===== config.mk =====
export PLATFORM = sky130hd
export DESIGN_NAME = regfile_mp_sb
export DESIGN_NICKNAME = d
export VERILOG_FILES = /design/src/rtl/regfile_pkg.sv /design/src/rtl/regfile_rd_port.sv /design/src/rtl/regfile_mp_sb.sv
export SDC_FILE = /design/constraint.sdc
export NUM_CORES = 2
export LEC_CHECK = 0
export CAP_MARGIN = 10
export CORE_ASPECT_RATIO = 0.5
export CORE_MARGIN = 1.5
export CORE_UTILIZATION = 35
export DETAILED_ROUTE_END_ITERATION = 10
export GPL_TIMING_DRIVEN = 0
export SYNTH_ARGS = -nofsm -noshare
export SYNTH_HDL_FRONTEND = slang
export SYNTH_SLANG_ARGS = --single-unit

===== constraint.sdc =====
create_clock -name clk_i -period 8.6 [get_ports clk_i]
set_input_delay 2.15 -clock clk_i [delete_from_list [all_inputs] [get_ports clk_i]]
set_output_delay 2.15 -clock clk_i [all_outputs]
set_load 0.02 [all_outputs]

===== src/rtl/regfile_pkg.sv =====
// rtl/regfile_pkg.sv - shared defaults, types and address-width helper for the register file
package regfile_pkg;

    localparam int XLEN_DEF  = 32;
    localparam int DEPTH_DEF = 32;

    typedef logic [4:0]          reg_addr_t;
    typedef logic [XLEN_DEF-1:0] xword_t;

    // Address width for a given register count; never below 1 bit.
    function automatic int addr_width(input int depth);
        return (depth < 2) ? 1 : $clog2(depth);
    endfunction

endpackage


===== src/rtl/regfile_rd_port.sv =====
// rtl/regfile_rd_port.sv - one read port: x0 forcing, write bypass mux, busy gating
//
// Ports:
//   addr_i    read address
//   stored_i  value currently held in the addressed register
//   busy_i    scoreboard bit of the addressed register
//   wren_i / waddr_i / wdata_i   all write ports, flattened (port p at slice p)
//   data_o    operand value
//   busy_o    operand still waiting on a producer
module regfile_rd_port #(
    parameter int XLEN   = 32,
    parameter int NWR    = 1,
    parameter int BYPASS = 1,
    parameter int AW     = 5
) (
    input  logic [AW-1:0]       addr_i,
    input  logic [XLEN-1:0]     stored_i,
    input  logic                busy_i,
    input  logic [NWR-1:0]      wren_i,
    input  logic [NWR*AW-1:0]   waddr_i,
    input  logic [NWR*XLEN-1:0] wdata_i,
    output logic [XLEN-1:0]     data_o,
    output logic                busy_o
);

    logic            hit;
    logic            hit_en;
    logic [XLEN-1:0] byp_data;

    always_comb begin
        hit      = 1'b0;
        byp_data = '0;
        // Ascending scan: the last (highest-index) hitting port overrides earlier ones.
        for (int p = 0; p < NWR; p++) begin
            if (wren_i[p] && (waddr_i[p*AW +: AW] == addr_i)) begin
                hit      = 1'b1;
                byp_data = wdata_i[p*XLEN +: XLEN];
            end
        end
        hit_en = (BYPASS != 0) && hit;

        if (addr_i == '0) begin
            data_o = '0;
        end else if (hit_en) begin
            data_o = byp_data;
        end else begin
            data_o = stored_i;
        end

        // A value being written right now is already available through the bypass.
        busy_o = busy_i & ~hit_en;
    end

endmodule


===== src/rtl/regfile_mp_sb.sv =====
// rtl/regfile_mp_sb.sv - multi-port register file with write bypass and busy scoreboard
//
// Ports:
//   clk_i, rst_i          clock, synchronous active-high reset
//   rs_addr_i / rs_data_o / rs_busy_o   NRD read ports (flattened), combinational
//   rd_wren_i / rd_addr_i / rd_data_i   NWR write ports (flattened), commit on posedge
//   iss_vld_i / iss_rd_i  issue marks destination busy
//   busy_o                full scoreboard vector
module regfile_mp_sb
    import regfile_pkg::*;
#(
    parameter int XLEN   = XLEN_DEF,
    parameter int DEPTH  = DEPTH_DEF,
    parameter int NRD    = 2,
    parameter int NWR    = 1,
    parameter int BYPASS = 1,
    localparam int AW    = addr_width(DEPTH)
) (
    input  logic                clk_i,
    input  logic                rst_i,
    input  logic [NRD*AW-1:0]   rs_addr_i,
    output logic [NRD*XLEN-1:0] rs_data_o,
    output logic [NRD-1:0]      rs_busy_o,
    input  logic [NWR-1:0]      rd_wren_i,
    input  logic [NWR*AW-1:0]   rd_addr_i,
    input  logic [NWR*XLEN-1:0] rd_data_i,
    input  logic                iss_vld_i,
    input  logic [AW-1:0]       iss_rd_i,
    output logic [DEPTH-1:0]    busy_o
);

    logic [XLEN-1:0]  regs_q [DEPTH];
    logic [XLEN-1:0]  regs_d [DEPTH];
    logic [DEPTH-1:0] busy_q;
    logic [DEPTH-1:0] busy_d;

    always_comb begin
        regs_d = regs_q;
        for (int p = 0; p < NWR; p++) begin
            if (rd_wren_i[p]) begin
                regs_d[rd_addr_i[p*AW +: AW]] = rd_data_i[p*XLEN +: XLEN];
            end
        end
        // Writes to x0 land here and are discarded.
        regs_d[0] = '0;
    end

    always_comb begin
        busy_d = busy_q;
        for (int p = 0; p < NWR; p++) begin
            if (rd_wren_i[p]) begin
                busy_d[rd_addr_i[p*AW +: AW]] = 1'b0;
            end
        end
        // Applied after the clears so a new producer overrides an old writeback.
        if (iss_vld_i) begin
            busy_d[iss_rd_i] = 1'b1;
        end
        busy_d[0] = 1'b0;
    end

    always_ff @(posedge clk_i) begin
        if (rst_i) begin
            for (int i = 0; i < DEPTH; i++) begin
                regs_q[i] <= '0;
            end
        end else begin
            regs_q <= regs_d;
        end
    end

    always_ff @(posedge clk_i) begin
        if (rst_i) begin
            busy_q <= '0;
        end else begin
            busy_q <= busy_d;
        end
    end

    assign busy_o = busy_q;

    for (genvar k = 0; k < NRD; k++) begin : g_rd
        logic [AW-1:0] addr;
        assign addr = rs_addr_i[k*AW +: AW];

        regfile_rd_port #(
            .XLEN   (XLEN),
            .NWR    (NWR),
            .BYPASS (BYPASS),
            .AW     (AW)
        ) u_rd_port (
            .addr_i   (addr),
            .stored_i (regs_q[addr]),
            .busy_i   (busy_q[addr]),
            .wren_i   (rd_wren_i),
            .waddr_i  (rd_addr_i),
            .wdata_i  (rd_data_i),
            .data_o   (rs_data_o[k*XLEN +: XLEN]),
            .busy_o   (rs_busy_o[k])
        );
    end

endmodule

# Word-level counts from Yosys, hierarchy flattened
# Index checks and enable logic that the tools add are counted.
# Widths: inputs -> output; s select.
[classes] add_sub_neg=0 muxes=27 div=0 reduce_logical=7 order_cmp=10 mul=0 bitwise=10 n_eq_ne=2 n_shift=0
[ops] op="$bwmux 1024" n=1
[ops] op="$mux 32" n=13
[ops] op="$bmux 32 s5" n=2
[ops] op="$demux 32 s5" n=1
[ops] op="$and 32x32->32" n=1
[ops] op="$not 32->32" n=1
[ops] op="$or 32x32->32" n=1
[ops] op="$lt 5x6->1 const B" n=4
[ops] op="$ge 6x6->1 const B" n=3
[ops] op="$not 5->6" n=3
[ops] op="$bmux 1 s5" n=2
[ops] op="$demux 1 s5" n=2
[ops] op="$eq 5x5->1" n=2
[ops] op="$ge 5x1->1 const B" n=2
[ops] op="$logic_not 5->1" n=2
[ops] op="$lt 6x1->1 const B" n=1
[ops] op="$mux 1" n=6
[ops] op="$logic_and 1x1->1" n=5
[ops] op="$and 1x1->1" n=2
[ops] op="$not 1->1" n=2
[word_totals] mem_bits_ro=0 ram_bits=0 latchBits=0 ff_bits=1056 n_memories=0 elab_cells=90

# Logic depth before layout (Yosys ltp)
[depth] depth_word=9 ltp_mapped=11

# Modules after synthesis
# Synthesis repeated with hierarchy kept, for this count alone.
[unflattened] cells_unflattened=6234 hier_area_um2=53324.9
[by_module_without_submodules] mod="regfile_mp_sb" seq_area_each_um2=20479.6 n_inst=1 cells_each=5986 area_per_inst_um2=52021.1
[by_module_without_submodules] mod="regfile_rd_port" seq_area_each_um2=0.0 n_inst=2 cells_each=124 area_per_inst_um2=651.9

# Worst setup path before layout
# No wires, ideal clock.
[synth_timing] path_kind="input port to output port" start="input rs_addr_i[0]" end="output rs_data_o[15]" stages=9 required_ns=6.450 arrival_time_ns=4.049 slack_ns=2.401 path_cell_list="buf_6 buf_6 buf_6 buf_4 buf_2 a221oi_1 nor3_1 nor3_1 o41ai_1"
[synth_between] elab_chain_cells=6
[synth_lines] element="from (decl)" line_no="regfile_mp_sb.sv:21" rtl="input logic [NRD*AW-1:0] rs_addr_i,"
[synth_lines] element="$not 5->6 (not written as such)" line_no="regfile_mp_sb.sv:93" rtl=".stored_i (regs_q[addr]),"
[synth_lines] element="$bmux 32 s5" line_no="regfile_mp_sb.sv:93"
[synth_lines] element="$mux 32 (not written as such) (2 in series)" line_no="regfile_mp_sb.sv:93"
[synth_lines] element="$mux 32" line_no="regfile_rd_port.sv:44" rtl="end else if (hit_en) begin"
[synth_lines] element="$mux 32 *" line_no="regfile_rd_port.sv:42" rtl="if (addr_i == '0) begin"
[synth_lines] element="to (decl)" line_no="regfile_mp_sb.sv:22" rtl="output logic [NRD*XLEN-1:0] rs_data_o,"
# Mark *: on every way between the ends. The rest lies on a longest branch, timed or not. The select of a mux whose other input is x is not followed.

# Final worst setup path
[layout_timing] start="input rs_addr_i[2]" end="output rs_data_o[2]"
# Same word-level chain as after synthesis.

==> metrics.log <==
INFO  metric grt_setup_unrepaired = true
INFO  metric area_growth = 14.7%
INFO  metric drc = 0
INFO  metric worstReg2RegEnd = regs_q[575]$_SDFFE_PP0P_
INFO  metric regToRegSetupSlack = 7.57 ns
INFO  metric critPathLaunch = rs_addr_i[2]
INFO  metric final_antenna_net_count = 0
INFO  metric synth-seq-area-share = 0.388
INFO  metric drv_slew = 46
INFO  metric grt_overflow_total = 0
INFO  metric drt_wl_total = 343000 microns
INFO  metric pre_cts_slack = -0.663 ns
INFO  metric post-synth-top-area-cell = sky130_fd_sc_hd__dfxtp_1
INFO  metric failed_checks = capacitance limit, slew limit, setup timing
INFO  metric die_height = 277 microns
INFO  metric grt_pass1_wl = 444000 microns
INFO  metric synth_fp_nets = 6079
INFO  metric worst-path-max-fanout = 10
INFO  metric maximum_number_of_buffers_from_clock_root_to_sink = 3
INFO  metric r2r_start = regs_q[575]$_SDFFE_PP0P_
INFO  metric relSlewSlack = -0.109
INFO  metric final_net_count = 6311
INFO  metric postSynthCellCount = 6023
INFO  metric pin_count_of_the_biggest_net_entering_global_routing = 20
INFO  metric clock_sinks = 1023
INFO  metric setup_viol = 34
INFO  metric portion_of_synthesized_cell_area_occupied_by_the_leading_cell_type = 0.388
INFO  metric drive_above_1_share = 0.159
INFO  metric number_of_antenna_violations_at_the_first_check_in_global_routing = 37
INFO  metric floorplan.initialDensity = 0.354
INFO  metric wl_per_cell = 41.0 microns
INFO  metric cp_data_arrival_time = 6.87 ns
INFO  metric number_of_cell_rows = 100
INFO  metric detailroute.via_count = 55400
INFO  metric power_density = 188 nW/um^2
INFO  metric cts_tree = done
INFO  metric buffer_ports.inserted = 107
INFO  metric worst_ir_drop_vdd = 0.132 mV
INFO  metric drv_cap = 4
INFO  metric ys_dominant_reg_cell = sky130_fd_sc_hd__dfxtp_1
INFO  metric hold_viol_final = 0
INFO  metric die_area = 153000 sq um
INFO  metric synthesis.area_per_instance = 8.75 sq um
INFO  metric gp_congestion = 1.12
INFO  metric setup.worst_path.class = primary input to output pin
INFO  metric fin_skew = 0 ns
INFO  metric end_kind = output pin
INFO  metric synth_seq_cells = 1023
INFO  metric synth-edff-count = 0
INFO  metric chipWidth = 552 microns
INFO  metric worst_slew_pin_slew = 1.66 ns
INFO  metric critical_path.startpoint_type = primary input
INFO  metric worst_setup_path_endpoint = rs_data_o[2]
INFO  metric synth_warnings = 0
INFO  metric floorplan.io_pins = 154
INFO  metric post-route-min-period = 9.02 ns
INFO  metric dp_hpwl = 259000 microns
INFO  metric synth.area.top_cells = sky130_fd_sc_hd__dfxtp_1 (39%), sky130_fd_sc_hd__mux4_2 (19%), sky130_fd_sc_hd__nand2_1 (15%)
INFO  metric cts.htree.levels = 3
INFO  metric first_iter_violations = 10900
INFO  metric setup_ws = -0.421 ns
INFO  metric vias_per_cell = 6.63
INFO  metric numCtsBuffers = 99
INFO  metric grt_usage = 0.434
INFO  metric placeableCoreArea = 149000 sq um
INFO  metric fmax = 0.111 GHz
INFO  metric drtPass1Iterations = 8
INFO  metric hold_start = regs_q[419]$_SDFFE_PP0P_
INFO  metric postCtsHoldBufs = 0
INFO  metric timing.final.crit_share = 1.05
INFO  metric power_leakage = 19.3 nW
INFO  metric first_global_vias = 47500
INFO  metric synth.cell_area = 52700 sq um
INFO  metric synth-async-reset-ratio = 0
INFO  metric status = finished with violations
INFO  metric clock_insertion_delay_worst_skew = 0.74 ns
INFO  metric number_of_different_library_cells_in_the_post_synthesis_netlist = 54
INFO  metric clk_root_buffer_cell = sky130_fd_sc_hd__clkbuf_16
INFO  metric required = 6.45 ns
INFO  metric hold_path.class = flip-flop to flip-flop
INFO  metric r2r.worst_path.cells = 2
INFO  metric clkTransAtPathRegs = 0.06 ns
INFO  metric fin_worst_hold_slack = 0.463 ns
==> metal layers <==
metal / GRT usage / share of wire / vias up
met5: 0.00750 / 0.0013 / -
met4: 0.226 / 0.062 / 18
met3: 0.272 / 0.19 / 948
met2: 0.544 / 0.37 / 4942
met1: 0.561 / 0.38 / 27800
li1: - / - / 21700
==> power breakdown <==
group	internal (mW)	switching [mW]	total, mW
logic	0.343	1.13	1.47
clock network	2.85	2.23	5.08
registers	4.77	0.0317	4.80
total	7.96	3.40	11.4
==> per-stage QoR <==
stage	utilization	instances	setup TNS, ns	area [sq um]	power, mW
after floorplan	-	6023	0	52700	5.52
after global placement	0.377	8119	-8.39	56300	6.24
after detailed placement	0.379	8130	-4.08	56500	6.25
after CTS	0.403	8313	-0.674	60100	11.2
after global routing	0.405	8333	-0.253	60400	11.4
final	0.405	8352	-5.33	60500	11.4
==> cells by family (layout without fill, tap and decap cells) <==
logic type,after synthesis,after routing,synth area share
and+or+nand+nor,2282,2282,0.169
DFF,1023,1023,0.388
other,1,26,0.0000711
xor gates and xnor gates,10,10,0.00166
muxes,633,633,0.228
buffers and inverters,664,979,0.0567
AOI/OAI and AO/OA,1410,1410,0.156
==> cells in the final DEF, fill, tap and decap left out, types with 33 or more instances in the layout <==
cell type and instances:
sky130_fd_sc_hd__a21oi_1 1053, sky130_fd_sc_hd__nor2_1 77, sky130_fd_sc_hd__mux4_2 445, sky130_fd_sc_hd__a221oi_1 66
sky130_fd_sc_hd__clkbuf_16 103, sky130_fd_sc_hd__buf_2 134, sky130_fd_sc_hd__mux2_2 79, sky130_fd_sc_hd__nor2b_1 39
sky130_fd_sc_hd__dfxtp_1 1023, sky130_fd_sc_hd__clkdlybuf4s50_1 107, sky130_fd_sc_hd__clkbuf_2 33, sky130_fd_sc_hd__a22oi_1 100
sky130_fd_sc_hd__clkbuf_1 439, sky130_fd_sc_hd__mux2i_1 97, sky130_fd_sc_hd__nand2_1 2064, sky130_fd_sc_hd__buf_4 47
==> worst min path at each step <==
stage,end,slack (ns),cells past startpoint
finish,regs_q[419]$_SDFFE_PP0P_,0.46,2
global route,regs_q[267]$_SDFFE_PP0P_,0.48,2
CTS,regs_q[419]$_SDFFE_PP0P_,0.46,2
detailed placement,regs_q[419]$_SDFFE_PP0P_,0.46,2
global placement,regs_q[59]$_SDFFE_PP0P_,0.45,2
floorplan,regs_q[897]$_SDFFE_PP0P_,0.44,2
==> critical path: stages <==
cell and delay (ns):
sky130_fd_sc_hd__clkdlybuf4s50_1 0.71, sky130_fd_sc_hd__buf_4 0.41, sky130_fd_sc_hd__inv_2 0.47, sky130_fd_sc_hd__buf_4 0.42
sky130_fd_sc_hd__buf_2 0.52, sky130_fd_sc_hd__mux2i_1 0.98, sky130_fd_sc_hd__a221oi_1 0.21, sky130_fd_sc_hd__a22o_1 0.26
sky130_fd_sc_hd__clkdlybuf4s50_1 0.66
==> synth_stat cells (all sizes together) (3+ instances only) <==
master	number
a2111oi	10
a211oi	8
a21o	16
a21oi	1053
a221o	19
a221oi	71
a22o	9
a22oi	101
a32o	8
a32oi	7
and2	9
and3	5
and3b	4
buf	204
clkbuf	458
dfxtp	1023
mux2	79
mux2i	109
mux4	445
nand2	2064
nand3	16
nand3b	3
nor2	77
nor2b	39
nor3	7
nor3b	10
o211ai	31
o221a	31
o221ai	7
o22ai	30
o41ai	3
or2	5
or3	32
or3b	3
xnor2	6
xor2	4
==> flip-flops by register name, summed over array words and instances (netlist names) <==
register,cells
regs_q,992
busy_o,31
==> what timing repair did <==
item,4_1_cts,5_1_grt
endpoints found under the setup margin,20,8
setup buffers,0,0
resized for setup,17,6
==> area by class of cell <==
class | instances | area (sq um)
diodes | 25 | 62.6
plain buffers | 661 | 2990
clock buffers | 139 | 2910
clock inverters | 45 | 683
fillers | 15200 | 88700
inverters | 2 | 7.51
multi-input cells | 4336 | 29400
flip-flops and latches | 1023 | 20500
well taps | 1989 | 2490
repair buffers | 132 | 1470
Power figures use the tool's default switching activity.
